[src/rtl/datapath_sequencer_if.sv]
// Handshake and datapath-drive bundle between the sequencer and its environment.
// The err signal exists only when SEQ_TIMEOUT_EN is defined.
interface datapath_sequencer_if #(
    parameter int WIDTH  = 32,
    parameter int ADDR_W = 8
);
    logic              start;
    logic              init_valid;
    logic [WIDTH-1:0]  init_data;
    logic              init_ready;
    logic              mem_req;
    logic [ADDR_W-1:0] mem_addr;
    logic              mem_ready;
    logic [WIDTH-1:0]  mem_rdata;
    logic [WIDTH-1:0]  ir_out;
    logic [WIDTH-1:0]  data_out;
    logic              wen;
    logic              rf_select;
    logic              busy;
    logic              done;
    logic [ADDR_W-1:0] pc;
`ifdef SEQ_TIMEOUT_EN
    logic              err;
`endif

    modport master (
        input  start, init_valid, init_data, mem_ready, mem_rdata,
        output init_ready, mem_req, mem_addr, ir_out, data_out, wen,
               rf_select, busy, done, pc
`ifdef SEQ_TIMEOUT_EN
        , output err
`endif
    );

    modport slave (
        output start, init_valid, init_data, mem_ready, mem_rdata,
        input  init_ready, mem_req, mem_addr, ir_out, data_out, wen,
               rf_select, busy, done, pc
`ifdef SEQ_TIMEOUT_EN
        , input err
`endif
    );
endinterface

[src/rtl/datapath_sequencer.sv]
// Drives the RISC datapath: preloads NREGS registers, then fetches and issues instructions.
// Optional fetch timeout with err output is enabled by defining SEQ_TIMEOUT_EN.
module datapath_sequencer #(
    parameter int               WIDTH     = 32,
    parameter int               ADDR_W    = 8,
    parameter int               NREGS     = 32,
    parameter int               PROG_LEN  = 256,
    parameter logic [WIDTH-1:0] HALT_WORD = 32'hFFFFFFFF
`ifdef SEQ_TIMEOUT_EN
    , parameter int             TIMEOUT   = 15
`endif
) (
    input  logic                  clk,
    input  logic                  reset,
    datapath_sequencer_if.master  bus
);

    typedef enum logic [2:0] {IDLE, INIT_SET, INIT_WR, FETCH, ISSUE, WB, HALT} state_t;

    // One extra pc bit lets pc reach PROG_LEN without wrapping.
    localparam int              PC_W    = ADDR_W + 1;
    localparam logic [PC_W-1:0] LAST_PC = PC_W'(PROG_LEN);

    state_t          state;
    logic [PC_W-1:0] pcReg;
    logic [PC_W-1:0] nextPc;
    logic [4:0]      regIdx;

`ifdef SEQ_TIMEOUT_EN
    localparam int TC_W = $clog2(TIMEOUT + 1);
    logic [TC_W-1:0] waitCount;
`endif

    function automatic logic [WIDTH-1:0] irForReg(input logic [4:0] idx);
        logic [WIDTH-1:0] word;
        word        = '0;
        word[15:11] = idx;
        return word;
    endfunction

    assign nextPc       = pcReg + PC_W'(1);
    assign bus.pc       = pcReg[ADDR_W-1:0];
    assign bus.mem_addr = pcReg[ADDR_W-1:0];

    always_ff @(posedge clk or posedge reset) begin
        if (reset) begin
            state          <= IDLE;
            pcReg          <= '0;
            regIdx         <= '0;
            bus.ir_out     <= '0;
            bus.data_out   <= '0;
            bus.wen        <= 1'b0;
            bus.rf_select  <= 1'b0;
            bus.mem_req    <= 1'b0;
            bus.init_ready <= 1'b0;
            bus.busy       <= 1'b0;
            bus.done       <= 1'b0;
`ifdef SEQ_TIMEOUT_EN
            waitCount      <= '0;
            bus.err        <= 1'b0;
`endif
        end else begin
            case (state)
                IDLE, HALT: begin
                    if (bus.start) begin
                        state          <= INIT_SET;
                        pcReg          <= '0;
                        regIdx         <= '0;
                        bus.ir_out     <= irForReg(5'd0);
                        bus.rf_select  <= 1'b1;
                        bus.init_ready <= 1'b1;
                        bus.busy       <= 1'b1;
                        bus.done       <= 1'b0;
`ifdef SEQ_TIMEOUT_EN
                        bus.err        <= 1'b0;
`endif
                    end
                end
                INIT_SET: begin
                    if (bus.init_valid) begin
                        bus.data_out   <= bus.init_data;
                        bus.init_ready <= 1'b0;
                        bus.wen        <= 1'b1;
                        state          <= INIT_WR;
                    end
                end
                INIT_WR: begin
                    bus.wen <= 1'b0;
                    if (regIdx == 5'(NREGS - 1)) begin
                        regIdx        <= '0;
                        bus.rf_select <= 1'b0;
                        bus.mem_req   <= (pcReg != LAST_PC);
`ifdef SEQ_TIMEOUT_EN
                        waitCount     <= '0;
`endif
                        state         <= FETCH;
                    end else begin
                        regIdx         <= regIdx + 5'd1;
                        bus.ir_out     <= irForReg(regIdx + 5'd1);
                        bus.init_ready <= 1'b1;
                        state          <= INIT_SET;
                    end
                end
                // End of program is checked before any request is honoured.
                FETCH: begin
                    if (pcReg == LAST_PC) begin
                        bus.mem_req <= 1'b0;
                        bus.busy    <= 1'b0;
                        bus.done    <= 1'b1;
                        state       <= HALT;
                    end else if (bus.mem_ready) begin
                        bus.mem_req <= 1'b0;
                        if (bus.mem_rdata == HALT_WORD) begin
                            bus.busy <= 1'b0;
                            bus.done <= 1'b1;
                            state    <= HALT;
                        end else begin
                            bus.ir_out <= bus.mem_rdata;
                            state      <= ISSUE;
                        end
`ifdef SEQ_TIMEOUT_EN
                    end else if (waitCount == TC_W'(TIMEOUT - 1)) begin
                        bus.mem_req <= 1'b0;
                        bus.busy    <= 1'b0;
                        bus.done    <= 1'b1;
                        bus.err     <= 1'b1;
                        state       <= HALT;
                    end else begin
                        waitCount <= waitCount + TC_W'(1);
`endif
                    end
                end
                ISSUE: begin
                    bus.wen <= 1'b1;
                    state   <= WB;
                end
                WB: begin
                    bus.wen     <= 1'b0;
                    pcReg       <= nextPc;
                    bus.mem_req <= (nextPc != LAST_PC);
`ifdef SEQ_TIMEOUT_EN
                    waitCount   <= '0;
`endif
                    state       <= FETCH;
                end
                default: state <= IDLE;
            endcase
        end
    end

endmodule
[src/flat_wrapper.sv]
// flat-port wrapper written by rule: the top's interface ports become plain ports
module datapath_sequencer_flat 
#(
    parameter int               WIDTH     = 32,
    parameter int               ADDR_W    = 8,
    parameter int               NREGS     = 32,
    parameter int               PROG_LEN  = 256,
    parameter logic [WIDTH-1:0] HALT_WORD = 32'hFFFFFFFF

)
  (clk, reset, bus_start, bus_init_valid, bus_init_data, bus_mem_ready, bus_mem_rdata, bus_init_ready, bus_mem_req, bus_mem_addr, bus_ir_out, bus_data_out, bus_wen, bus_rf_select, bus_busy, bus_done, bus_pc);
  datapath_sequencer_if #(.WIDTH(WIDTH), .ADDR_W(ADDR_W)) bus_i ();
  input  logic clk;
  input  logic reset;
  input wire logic [$bits(bus_i.start)-1:0] bus_start;
  input wire logic [$bits(bus_i.init_valid)-1:0] bus_init_valid;
  input wire logic [$bits(bus_i.init_data)-1:0] bus_init_data;
  input wire logic [$bits(bus_i.mem_ready)-1:0] bus_mem_ready;
  input wire logic [$bits(bus_i.mem_rdata)-1:0] bus_mem_rdata;
  output wire logic [$bits(bus_i.init_ready)-1:0] bus_init_ready;
  output wire logic [$bits(bus_i.mem_req)-1:0] bus_mem_req;
  output wire logic [$bits(bus_i.mem_addr)-1:0] bus_mem_addr;
  output wire logic [$bits(bus_i.ir_out)-1:0] bus_ir_out;
  output wire logic [$bits(bus_i.data_out)-1:0] bus_data_out;
  output wire logic [$bits(bus_i.wen)-1:0] bus_wen;
  output wire logic [$bits(bus_i.rf_select)-1:0] bus_rf_select;
  output wire logic [$bits(bus_i.busy)-1:0] bus_busy;
  output wire logic [$bits(bus_i.done)-1:0] bus_done;
  output wire logic [$bits(bus_i.pc)-1:0] bus_pc;
  assign bus_i.start = bus_start;
  assign bus_i.init_valid = bus_init_valid;
  assign bus_i.init_data = bus_init_data;
  assign bus_i.mem_ready = bus_mem_ready;
  assign bus_i.mem_rdata = bus_mem_rdata;
  assign bus_init_ready = bus_i.init_ready;
  assign bus_mem_req = bus_i.mem_req;
  assign bus_mem_addr = bus_i.mem_addr;
  assign bus_ir_out = bus_i.ir_out;
  assign bus_data_out = bus_i.data_out;
  assign bus_wen = bus_i.wen;
  assign bus_rf_select = bus_i.rf_select;
  assign bus_busy = bus_i.busy;
  assign bus_done = bus_i.done;
  assign bus_pc = bus_i.pc;
  datapath_sequencer #(.WIDTH(WIDTH), .ADDR_W(ADDR_W), .NREGS(NREGS), .PROG_LEN(PROG_LEN), .HALT_WORD(HALT_WORD)) u_core (.clk(clk), .reset(reset), .bus(bus_i));
endmodule
[config.mk]
export PLATFORM = sky130hd
export DESIGN_NAME = datapath_sequencer_flat
export DESIGN_NICKNAME = d
export VERILOG_FILES = /design/src/rtl/datapath_sequencer_if.sv /design/src/rtl/datapath_sequencer.sv /design/src/flat_wrapper.sv
export SDC_FILE = /design/constraint.sdc
export NUM_CORES = 1
export LEC_CHECK = 0
export CAP_MARGIN = 20
export CORE_ASPECT_RATIO = 1.75
export CORE_UTILIZATION = 46
export CTS_CLUSTER_DIAMETER = 30
export CTS_CLUSTER_SIZE = 20
export DETAILED_ROUTE_END_ITERATION = 6
export PLACE_DENSITY = 0.9
export SYNTH_ARGS = -nofsm -noshare
export SYNTH_HDL_FRONTEND = slang
export SYNTH_SLANG_ARGS = --single-unit
[constraint.sdc]
create_clock -name clk -period 2.9 [get_ports clk]
set_input_delay 0.29 -clock clk [delete_from_list [all_inputs] [get_ports clk]]
set_output_delay 0.29 -clock clk [all_outputs]
set_load 0.05 [all_outputs]
# After elaboration in Yosys (flattened, before gate mapping)
# Index checks and enable logic that the tools add are counted.
# W data, S select, Z words.
# op_classes
mux	39
add_sub_neg	2
n_reduce_logical	20
n_eq_ne	20
# ops
operator	n
$mux W32	5
$pmux W32 S3	1
$eq A32 B32 Y1 const B	1
$ne A9 B9 Y1 const B	2
$pmux W3 S6	1
$pmux W9 S2	1
$mux W1	15
$mux W3	4
$ne A2 B2 Y1 const B	6
$reduce_bool A3 Y1	4
$mux W5	2
$pmux W5 S2	1
$add A9 B1 Y9 const B	1
$eq A3 B3 Y1 const B	3
$eq A9 B9 Y1 const B	1
$mux W9	1
$pmux W1 S3	3
$reduce_and A3 Y1	3
$reduce_and A2 Y1	4
$reduce_and A4 Y1	2
$eq A3 B2 Y1 const B	2
$pmux W1 S2	3
$reduce_and A6 Y1	1
$reduce_bool A2 Y1	3
other kinds (9)	11
# word_totals
elab_cells	92
reg_bits	87
input_bits	69
output_inout_bits	86

# Depth between registers and ports, before layout
# logic_depth
ltp_word	5
mapped_depth	9
depth_no_buf	8

# Least setup slack after synthesis
# Ideal clock, no wire load.
# synth_timing
path_type	flip-flop to flip-flop
startpoint	reg u_core.regIdx[0]
endpoint	reg u_core.bus.ir_out[12]
synth_period_minus_slack_ps	1994
n_path_buf	1
slack_ps	906
required_time_ps	2775
path_stages_with_launch	8
setup_time_ps	125
t_arrival_ps	1869
cell_sequence	dfrtp_1 ha_1 and3_1 ha_1 a32oi_4 nand3_4 buf_12 mux2_4
# synth_between
elab_chain_len	3
elab_cells_between_ends	6
classes_between	add/sub: 1; eq/ne: 2; mux: 2; reduce/logical: 1
# synth_rtl
item	line_no	rtl
start, declared	datapath_sequencer.sv:27	logic [4:0] regIdx;
start signal, assigned	datapath_sequencer.sv:98	regIdx <= regIdx + 5'd1;
$add A5 B1 Y5 or $eq A5 B5 Y1 (tied branches)	datapath_sequencer.sv:99, datapath_sequencer.sv:89	
$mux W32 or $ne A2 B2 Y1 (tied branches)	-	
$pmux W32 S3 or $reduce_and A6 Y1 (tied branches)	-	
end signal, assigned	datapath_sequencer.sv:69	bus.ir_out <= irForReg(5'd0);
end signal, assigned	datapath_sequencer.sv:99	bus.ir_out <= irForReg(regIdx + 5'd1);
end signal, assigned	datapath_sequencer.sv:118	bus.ir_out <= bus.mem_rdata;
end, declared	datapath_sequencer_if.sv:28	output init_ready, mem_req, mem_addr, ir_out, data_out, wen,
# Parallel ways exist; a longest one is shown, timed or not. The select of a mux whose other input is x is not followed.
# A chain may end at the register's enable or synchronous reset.

# Worst setup path in the final report
# layout_timing
startpoint	reg u_core.state[0]
endpoint	reg u_core.bus.ir_out[25]
# layout_between
elab_chain_len	4
elab_cells_between_ends	13
classes_between	eq/ne: 8; mux: 1; reduce/logical: 4
# layout_rtl
item	line_no	rtl
start, declared	datapath_sequencer.sv:24	state_t state;
start signal, assigned	datapath_sequencer.sv:47	state <= IDLE;
start signal, assigned	datapath_sequencer.sv:66	state <= INIT_SET;
start signal, assigned	datapath_sequencer.sv:84	state <= INIT_WR;
$eq A3 B3 Y1 or $logic_not A3 Y1 (tied branches)	datapath_sequencer.sv:63	case (state)
$reduce_or A2 Y1	datapath_sequencer.sv:63	
$ne A2 B2 Y1 (no source line) or $reduce_bool A3 Y1 (tied branches)	-	
$reduce_and A6 Y1 (no source line)	-	
# Parallel ways exist; a longest one is shown, timed or not.

==> results.cfg <==
[status]
status = complete, no violations

[yosys]
yosysSeqAreaShare_pct = 49.0
synthCells = 410
async_reset_ff_share_pct = 100
yosys.area.top_type_share_pct = 49.0
yosysMostFrequentCell = dfrtp_1
synth_cell_types = 59
synth-seq-cells = 87
avgSynthCellArea_um2 = 10.8
synth_ff_type = dfrtp_1
yosysWarningCount = 0
synth_area_leaders = dfrtp_1 49%, mux2_2 8.9%, mux2i_1 6.5%
yosysTopAreaCell = dfrtp_1
synth-edff-count = 0
synthTopCellsByCount = 87 x dfrtp_1, 47 x nand2_1, 35 x inv_1, 35 x mux2_2, 29 x mux2i_1
syn_nets = 486
syn_area_um2 = 4440

[clock_tree]
clkSlewWorstSetupHoldPaths_ps = 60
ctsHtreeMaxLevel = 3
cts.path.max_buffers = 2
worstSkewPairLatency_ps = 340
cts_tree = done
post_cts_buffers = 0
cts_hold_buf = 0
numCtsBuffers = 9
cts.sinks = 87
cts_resized = 0
root_buffer = clkbuf_16

[pwr]
p_comb_share_pct = 51.9
ir_drop_mv = 0.789
internal_power_w = 0.00351
seqPwrFrac_pct = 29.7
clockPowerShare_pct = 18.5
power.density_nw_per_um2 = 1000
p_sw_share_pct = 44.0
switching_power_w = 0.00276
power.static_leakage_nw = 2.62

[setup_path]
path_class = flip-flop to flip-flop
critPathRequiredTime_ps = 3150
cp.arrival_ps = 2640
r2r_slack_ps = 520
cp-startpoint = u_core.state[0]
crit-reg2reg-capture = u_core.bus.ir_out[25]
r2r_start = u_core.state[0]
cp-start-kind = flip-flop
crit_path_max_fanout = 20
end_kind = flip-flop
reg2reg_depth = 7
endpoint = u_core.bus.ir_out[25]

[timing]
hold-worst-slack_ps = 323
rsz0062_at_grt = false
period_minus_slack_ps = 2380
finalMaxSlewViolations = 0
setup_viol_count_final = 0
tightestPinTransition_ps = 663
min_period_over_period_pct = 82.2
hold_violations = 0
setup_tns_ps = 0
finalClockSkew_ps = 6.52
fmax_mhz = 419
relSlewSlack_pct = 55.8

[route]
wl_per_cell_um = 17.5
routed_wl_um = 11800
vias = 3645
vias_per_cell = 5.42
ant_nets = 0
drt_iter0_markers = 174
drc = 0
firstDrtPassIters = 5

[final_layout]
fin_nets = 623
utilization_pct = 66.5
diodes = 0
syn_to_final_growth_pct = 41.0
drive_gt1_share_pct = 12.5

[placed_design]
hpwl_um = 8850
gp_congestion = 0.861
port_buffers = 154

[floorplan]
num_rows = 47
initial_core_util_pct = 47.2
die_y_um = 132
die-area_um2 = 10100
coreArea_um2 = 9410
dieWidth_um = 76.3
ios = 155

[hold_path]
min_path_type = primary input to asynchronous set/reset pin

[grt]
grt_antenna_before_repair = 0
grt_pass1_wl_um = 19100
grt-ovfl-total = 0
grt_pass1_vias = 3861
grt_max_degree = 55
track_usage_pct = 24.4

[job]
maxCapViolCount = 0
==> cell usage in the layout (no fill, tap or decap), types with 6 or more instances in the layout <==
master	instances
nor2_1	9
mux2_2	35
ha_1	7
nand2_1	47
o21ai_0	24
nand4_1	12
inv_1	34
clkdlybuf4s50_1	154
dfrtp_1	87
a21oi_1	9
clkbuf_16	9
buf_4	6
mux2i_1	29
nand3_1	7
==> per-stage QoR <==
stage | total power [W] | instances | worst slack [ps] | instance area (um2)
detailed placement | 0.00513 | 658 | 313 | 5960
global route | 0.00652 | 673 | 374 | 6260
CTS | 0.00631 | 673 | 528 | 6260
floorplan | 0.00409 | 410 | 360 | 4440
finish | 0.00627 | 673 | 515 | 6260
global placement | 0.00504 | 658 | 553 | 5960
==> power groups by stage <==
stage / registers [W] / logic [W] / clock network (W)
floorplan: 0.00305 / 0.00104 / 0
global placement: 0.00185 / 0.00319 / 0
detailed placement: 0.00188 / 0.00326 / 0
CTS: 0.00186 / 0.00328 / 0.00117
global route: 0.00191 / 0.00339 / 0.00122
finish: 0.00186 / 0.00325 / 0.00116
==> area by class of cell <==
type | instances | area (um2)
Fill cell | 707 | 3150
Multi-Input combinational cell | 251 | 1880
Clock inverter | 3 | 42.5
Sequential cell | 87 | 2180
Tap cell | 122 | 153
Clock buffer | 12 | 256
Inverter | 37 | 140
Timing Repair Buffer | 161 | 1610
==> logic make-up after synthesis <==
family | after synthesis | share of synthesized area (%)
XOR/XNOR | 4 | 0.789
multiplexers | 65 | 15.8
buffers and inverters | 72 | 8.51
flip-flops | 87 | 49.0
AND/OR/NAND/NOR | 111 | 14.1
adder cells (fa/ha/maj) | 7 | 1.97
AO/OA/AOI/OAI | 64 | 9.87
==> layer usage <==
metal	up-vias	global-route usage (%)	routed length (um)
met4	0	16.8	616
met2	154	44.2	6510
li1	1683	-	-
met1	1763	25.3	4150
met5	-	0	0
met3	45	4.01	501
==> worst max-delay path, cell delays in order, from the launching register on <==
cell	delay, ps
dfrtp_1	770
inv_2	130
nor2_4	180
buf_4	230
nand3_1	170
nand3_4	310
buf_4	280
mux2i_1	230
==> flip-flops by register name, summed over array words and instances, names as in the netlist <==
| register | count |
|---|---|
| u_core.bus.mem_req | 1 |
| u_core.bus.init_ready | 1 |
| u_core.bus.rf_select | 1 |
| u_core.bus.ir_out | 32 |
| u_core.bus.wen | 1 |
| u_core.bus.done | 1 |
| u_core.bus.busy | 1 |
| u_core.regIdx | 5 |
| u_core.pcReg | 9 |
| u_core.bus.data_out | 32 |
| u_core.state | 3 |
==> worst min-delay path by stage <==
stage	from	end	slack, ps	cells past startpoint
after floorplan	bus_mem_rdata[0]	u_core.bus.ir_out[0]	420	2
after global placement	u_core.bus.ir_out[13]	u_core.bus.ir_out[13]	490	1
after detailed placement	u_core.bus.mem_req	u_core.bus.mem_req	490	1
after CTS	reset	u_core.bus.data_out[22]	350	2
after global routing	reset	u_core.bus.data_out[22]	390	2
final	reset	u_core.bus.data_out[22]	320	2
Note: power is estimated with default switching activity, not from simulation.
